File: src/rtl/demux4_stream.sv
// One-in, four-out stream demultiplexer: each channel owns a one-entry holding register.
// Optional per-channel saturating accept counters are enabled by defining DEMUX4_STREAM_ACC_CNT_EN.
module demux4_stream #(
  parameter int WIDTH = 8
) (
  input  logic               clk,
  input  logic               rst,
  input  logic [WIDTH-1:0]   in_data,
  input  logic [1:0]         in_sel,
  input  logic               in_valid,
  output logic               in_ready,
  output logic [4*WIDTH-1:0] out_data,
  output logic [3:0]         out_valid,
  input  logic [3:0]         out_ready,
  output logic               proto_err,
  output logic [31:0]        acc_cnt
);

  logic [WIDTH-1:0] data_q [4];
  logic [3:0]       valid_q;
  logic [3:0]       load;
  logic [3:0]       drain;
  logic             accept;

  logic             stall_q;
  logic [WIDTH-1:0] stall_data_q;
  logic [1:0]       stall_sel_q;
  logic             err_q;
  logic             violation;

  // A full channel still accepts when its downstream drains in the same cycle.
  always_comb begin
    // NOTE: every always_comb output gets a default first so no path can infer a latch.
    load     = '0;
    drain    = valid_q & out_ready;
    in_ready = ~valid_q[in_sel] | out_ready[in_sel];
    accept   = in_valid & in_ready;
    if (accept) begin
      load[in_sel] = 1'b1;
    end
  end

  // NOTE: state registers use non-blocking assignments so every flop samples pre-edge values.
  // NOTE: the data registers are reset too, because an idle channel must present zeros after reset.
  always_ff @(posedge clk or posedge rst) begin
    if (rst) begin
      valid_q <= '0;
      for (int n = 0; n < 4; n++) begin
        data_q[n] <= '0;
      end
    end else begin
      for (int n = 0; n < 4; n++) begin
        if (load[n]) begin
          data_q[n]  <= in_data;
          valid_q[n] <= 1'b1;
        end else if (drain[n]) begin
          valid_q[n] <= 1'b0;
        end
      end
    end
  end

  // An offered-but-refused word must be re-offered unchanged on the next cycle.
  assign violation = stall_q & (~in_valid | (in_data != stall_data_q) | (in_sel != stall_sel_q));

  always_ff @(posedge clk or posedge rst) begin
    if (rst) begin
      stall_q      <= 1'b0;
      stall_data_q <= '0;
      stall_sel_q  <= '0;
      err_q        <= 1'b0;
    end else begin
      stall_q      <= in_valid & ~in_ready;
      stall_data_q <= in_data;
      stall_sel_q  <= in_sel;
      if (violation) begin
        err_q <= 1'b1;
      end
    end
  end

  for (genvar g = 0; g < 4; g++) begin : g_out
    assign out_data[g*WIDTH +: WIDTH] = data_q[g];
  end

  assign out_valid = valid_q;
  assign proto_err = err_q;

`ifdef DEMUX4_STREAM_ACC_CNT_EN
  logic [7:0] cnt_q [4];

  always_ff @(posedge clk or posedge rst) begin
    if (rst) begin
      for (int n = 0; n < 4; n++) begin
        cnt_q[n] <= '0;
      end
    end else begin
      for (int n = 0; n < 4; n++) begin
        if (load[n] && (cnt_q[n] != 8'hFF)) begin
          cnt_q[n] <= cnt_q[n] + 8'd1;
        end
      end
    end
  end

  assign acc_cnt = {cnt_q[3], cnt_q[2], cnt_q[1], cnt_q[0]};
`else
  assign acc_cnt = '0;
`endif

endmodule

File: config.mk
export PLATFORM = sky130hd
export DESIGN_NAME = demux4_stream
export DESIGN_NICKNAME = d
export VERILOG_FILES = /design/src/rtl/demux4_stream.sv
export SDC_FILE = /design/constraint.sdc
export NUM_CORES = 1
export LEC_CHECK = 0
export CAP_MARGIN = 20
export CORE_UTILIZATION = 43
export CTS_CLUSTER_DIAMETER = 40
export DETAILED_ROUTE_END_ITERATION = 8
export PLACE_DENSITY = 0.83
export SLEW_MARGIN = 20
export SYNTH_ARGS = -nofsm -noshare
export SYNTH_HDL_FRONTEND = slang
export SYNTH_SLANG_ARGS = --single-unit
File: constraint.sdc
create_clock -name clk -period 1.7 [get_ports clk]
set_input_delay 0.34 -clock clk [delete_from_list [all_inputs] [get_ports clk]]
set_output_delay 0.34 -clock clk [all_outputs]
set_load 0.005 [all_outputs]
==> After elaboration in Yosys (flattened, before gate mapping) <==
Cells that the tools add are included.
{ "op_classes": {"n_lt_le_gt_ge": 2, "eq_ne": 2, "n_mux": 15, "bitwise": 10, "n_reduce_logical": 5} }
{ "ops": {"columns": ["cell", "count"], "rows": [
  ["1-bit two-way mux", 11],
  ["8-bit != test", 1],
  ["2-bit nonzero test", 4],
  ["4-bit AND", 1],
  ["1-bit binary-select mux with 2-bit select", 2],
  ["4-bit two-way mux", 1],
  ["1-bit AND", 3],
  ["2-bit by 3-bit less-than comparator with 1-bit output (second input constant)", 1],
  ["1-bit inverter", 3],
  ["1-bit OR", 3],
  ["1-bit demux with 2-bit select", 1],
  ["2-bit by 1-bit greater-or-equal comparator with 1-bit output (second input constant)", 1],
  ["2-bit != test", 1],
  ["1-bit logical AND", 1]
]} }
{ "totals": {"ff_bits": 48, "elab_cells": 46} }

==> Depth between registers and ports, before layout <==
{ "logic_depth": {"depth_word": 7, "mapped_depth": 5, "ltp_nobuf": 4} }

==> Least setup slack after synthesis <==
OpenSTA, ideal clock, no wires.
{ "synth_path": {"path_kind": "register to register", "from": "reg valid_q[0], in the netlist out_valid[0]", "to": "reg data_q (netlist bit out_data[0])", "setup_time_ns": 0.125, "arrival_time_ns": 1.423, "required_ns": 1.575, "slack_ns": 0.152, "stages_incl_launch_ff": 5, "period_less_slack_ns": 1.548, "path_cell_list": "dfrtp_1 -> nor2b_1 -> or4b_4 -> buf_6 -> mux2_4"} }
{ "synth_between": {"elab_chain_cells": 6} }
{ "synth_lines": {"columns": ["item", "line_no", "text"], "rows": [
  ["from (decl)", "20", "logic [3:0] valid_q;"],
  ["from (signal assigned)", "47", "valid_q <= '0;"],
  ["from (signal, indexed assignment)", "55", "valid_q[n] <= 1'b1;"],
  ["from (signal, indexed assignment)", "57", "valid_q[n] <= 1'b0;"],
  ["1-bit binary-select mux with 2-bit select", "36", "in_ready = ~valid_q[in_sel] | out_ready[in_sel];"],
  ["1-bit two-way mux (implied by the code)", "36", null],
  ["1-bit inverter", "36", null],
  ["1-bit OR", "36", null],
  ["1-bit AND", "37", "accept = in_valid & in_ready;"],
  ["4-bit two-way mux", "38", "if (accept) begin"],
  ["to (signal, indexed assignment)", "54", "data_q[n] <= in_data;"],
  ["to (decl)", "19", "logic [WIDTH-1:0] data_q [4];"]
]} }
Every way passes these cells. The select of a mux whose other input is x is not followed.
A chain may end at the register's enable or synchronous reset.

==> Final worst setup path <==
{ "layout_path": {"from": "reg valid_q[0], in the netlist out_valid[0]", "to": "out in_ready"} }
{ "layout_between": {"elab_chain_cells": 4} }
{ "layout_lines": {"columns": ["item", "line_no", "text"], "rows": [
  ["1-bit binary-select mux with 2-bit select", "36", null],
  ["1-bit two-way mux (implied by the code)", "36", null],
  ["1-bit inverter", "36", null],
  ["1-bit OR", "36", null],
  ["to (decl)", "11", "output logic in_ready,"]
]} }
Every way passes these cells. The select of a mux whose other input is x is not followed.

==> results.cfg <==
[outcome]
status = complete, no violations

[power_and_ir_drop]
p_leak_nw = 1.34
irDropWorstVdd_mv = 0.673
cellPowerDensity_nw_per_um2 = 1020

[floorplan]
die_w_um = 72.3
rows = 25
die_y_um = 72.3
ioPinCount = 87
start_util = 0.447
die_area_um2 = 5230
core_um2 = 4750

[setup_path]
crit_arrival_ns = 1.32
endpoint_kind = primary output
ff2ff_setup_slack_ns = 0.05
cp_max_fo = 2
worstSetupPathType = register to primary output
cp.required_ns = 1.36
worstSetupStartpointType = register

[yosys]
synth_top_area_cell = dfrtp_1
avgSynthCellArea_um2 = 14.3
synth_common_cells = dfrtp_1 (48), buf_4 (32), mux2_2 (25)
seq_area_frac_synth = 0.565
ys.flop_type = dfrtp_1
yosysMostFrequentCell = dfrtp_1
synth_cell_types = 24
ys_seq_elements = 48
synth_top_family_by_area = multiplexers
synth_simple_gate_area_frac = 0.0618
yosys_warnings = 0
synth_adder_area_share = 0
synth-edff-count = 0
synthMuxAreaShare = 0.198
async_flop_share = 1.00
syn_area_um2 = 2130
synth_xor_area_frac = 0.0412
ys_top_cells_by_area = dfrtp_1 (57%), mux2_2 (13%), buf_4 (11%)
postSynthCellCount = 149
synth_top_cell_area_share = 0.565
synth_compound_area_frac = 0.00412

[clock_tree]
cts.root.buffer_cell = clkbuf_8
clk_pin_slew_ns = 0.09
cts_tree = built
numCtsBuffers = 5
cts_buffer_depth = 2
clk_latency_ns = 0.30
h-tree-depth = 2
cts_sinks = 48
holdBufCountCts = 0

[routing]
routed_wl_um = 4160
dr.pass1.iters = 4
drt_iter0_drc = 23
vias_per_cell = 4.47
drcViolationCount = 0
num_vias = 1318
postRouteAntennaNets = 0
wire_per_inst_um = 14.1

[final_layout]
final_net_count = 244
final_cells = 295
area_growth_syn_to_layout_pct = 38.4
fill_cells = 404
antennaDiodeCount = 0
drive_gt1_frac = 0.325

[placed_design]
numPortBuffers = 54
pre_cts_slack_ns = -0.412
dp.cells = 284
gp_congestion = 0.762
dp_hpwl_um = 2810

[global_routing]
grt.total_usage = 0.169
grt_pass1_wl_um = 6510
grt_overflow_total = 0
grt_max_degree = 49
grt_antenna_before_repair = 0
first_global_vias = 1281

[sta]
hold_violations = 0
fmax_mhz = 601
fin_crit_sh = 0.978
worst_slack_ns = 0.0373
finalCriticalPeriod_ns = 1.66
final_max_slew_viol_count = 0
setup_violations = 0
skew_ns = 0.00547
rsz0062_at_grt = yes

[min_path]
hp-class = input pin to async pin

[job]
cap_violations = 0
==> where the power goes <==
| part | internal (mW) | total (mW) | switching [mW] |
|---|---|---|---|
| combinational | 0.525 | 0.760 | 0.235 |
| sequential | 1.32 | 1.42 | 0.0977 |
| clock | 0.443 | 0.828 | 0.385 |
| total | 2.29 | 3.01 | 0.718 |
==> layout by cell type (no fill, tap or decap) <==
cell type        Yosys  layout
xor2_1               2       2
mux2_2              25      24
nor3b_4              0       1
clkinv_4             0       2
conb_1               1      32
buf_6                2       3
nor4bb_4             0       1
nand4_1              1       1
nor4_1               1       1
xnor2_1              8       8
buf_4               32      16
nor3_2               1       1
or2_2                3       3
nand2_1              1       1
nor2b_2              0       2
mux2_4               8       9
dfrtp_1             48      48
clkbuf_8             0       5
a41oi_1              1       1
buf_12               0       2
inv_2                0       1
or4b_4               1       2
nor2b_4              0       1
nor2_1               1       1
nor2b_1              5       2
dlygate4sd2_1        0       6
or2b_1               1       1
nand3b_1             1       1
clkdlybuf4s50_1      0      47
mux2i_1              2       2
bufinv_16            0       1
==> final cells by class <==
type                       instances  area [um^2]  share of cell area
timing repair buffer              74          717               0.244
clock inverter                     3         47.5              0.0162
inverter                           1         3.75             0.00128
tap                               67         83.8              0.0285
clock buffer                       5         68.8              0.0234
sequential                        48         1200               0.408
multi-input combinational         97          821               0.279
==> repair_timing <==
| item | CTS | global route |
|---|---|---|
| setup buffers | 1 | 1 |
| pin swaps | 1 | 2 |
| endpoints found under the setup margin | 10 | 18 |
| gates cloned | 1 | 0 |
| resized for setup | 17 | 3 |
==> worst max-delay path, cell delays in order, from the launching register on <==
cell	delay [ns]
dfrtp_1	0.37
nor2b_4	0.17
mux2i_1	0.09
mux2_4	0.28
buf_6	0.11
==> metal layers <==
layer  share of wire  vias to the layer above  GRT usage
met5               0                        -          0
li1                -                      595          -
met3           0.061                        4     0.0472
met2            0.51                       60      0.286
met1            0.43                      659      0.211
met4          0.0070                        0     0.0523
==> flip-flops by register name, indices dropped and copies added (netlist names) <==
| signal | flops |
|---|---|
| stall_data_q | 8 |
| proto_err | 1 |
| stall_q | 1 |
| out_valid | 4 |
| out_data | 32 |
| stall_sel_q | 2 |
==> metrics by stage <==
step           setup TNS (ns)  power [mW]  instance area [um^2]  hold WS (ns)   util
6_report                    0        3.01                  2940         0.385  0.619
5_1_grt               -0.0275        3.17                  2940         0.413  0.619
4_1_cts                     0        3.04                  2920         0.405  0.613
3_5_place_dp           -10.36        2.19                  2770         0.494  0.582
3_3_place_gp            -9.62        2.17                  2770         0.491  0.582
2_1_floorplan               0        1.76                  2240         0.371      -
==> cells by family after synthesis <==
logic type	Yosys count
xor gates and xnor gates	10
other	1
DFF	48
and+or+nand+nor	18
buffers and inverters	36
muxes	35
AOI/OAI and AO/OA	1
==> final timing paths <==
kind / depth (start not counted) / end / start
max: 4 / in_ready / out_valid[0]
min in group clk: 1 / out_data[22] / out_data[22]
max in group asynchronous: 3 / out_data[8] / rst
max reg2reg: 4 / out_data[7] / out_valid[0]
min: 3 / out_valid[2] / rst
min reg2reg: 1 / out_data[22] / out_data[22]
Note: power is estimated with default switching activity, not from simulation.
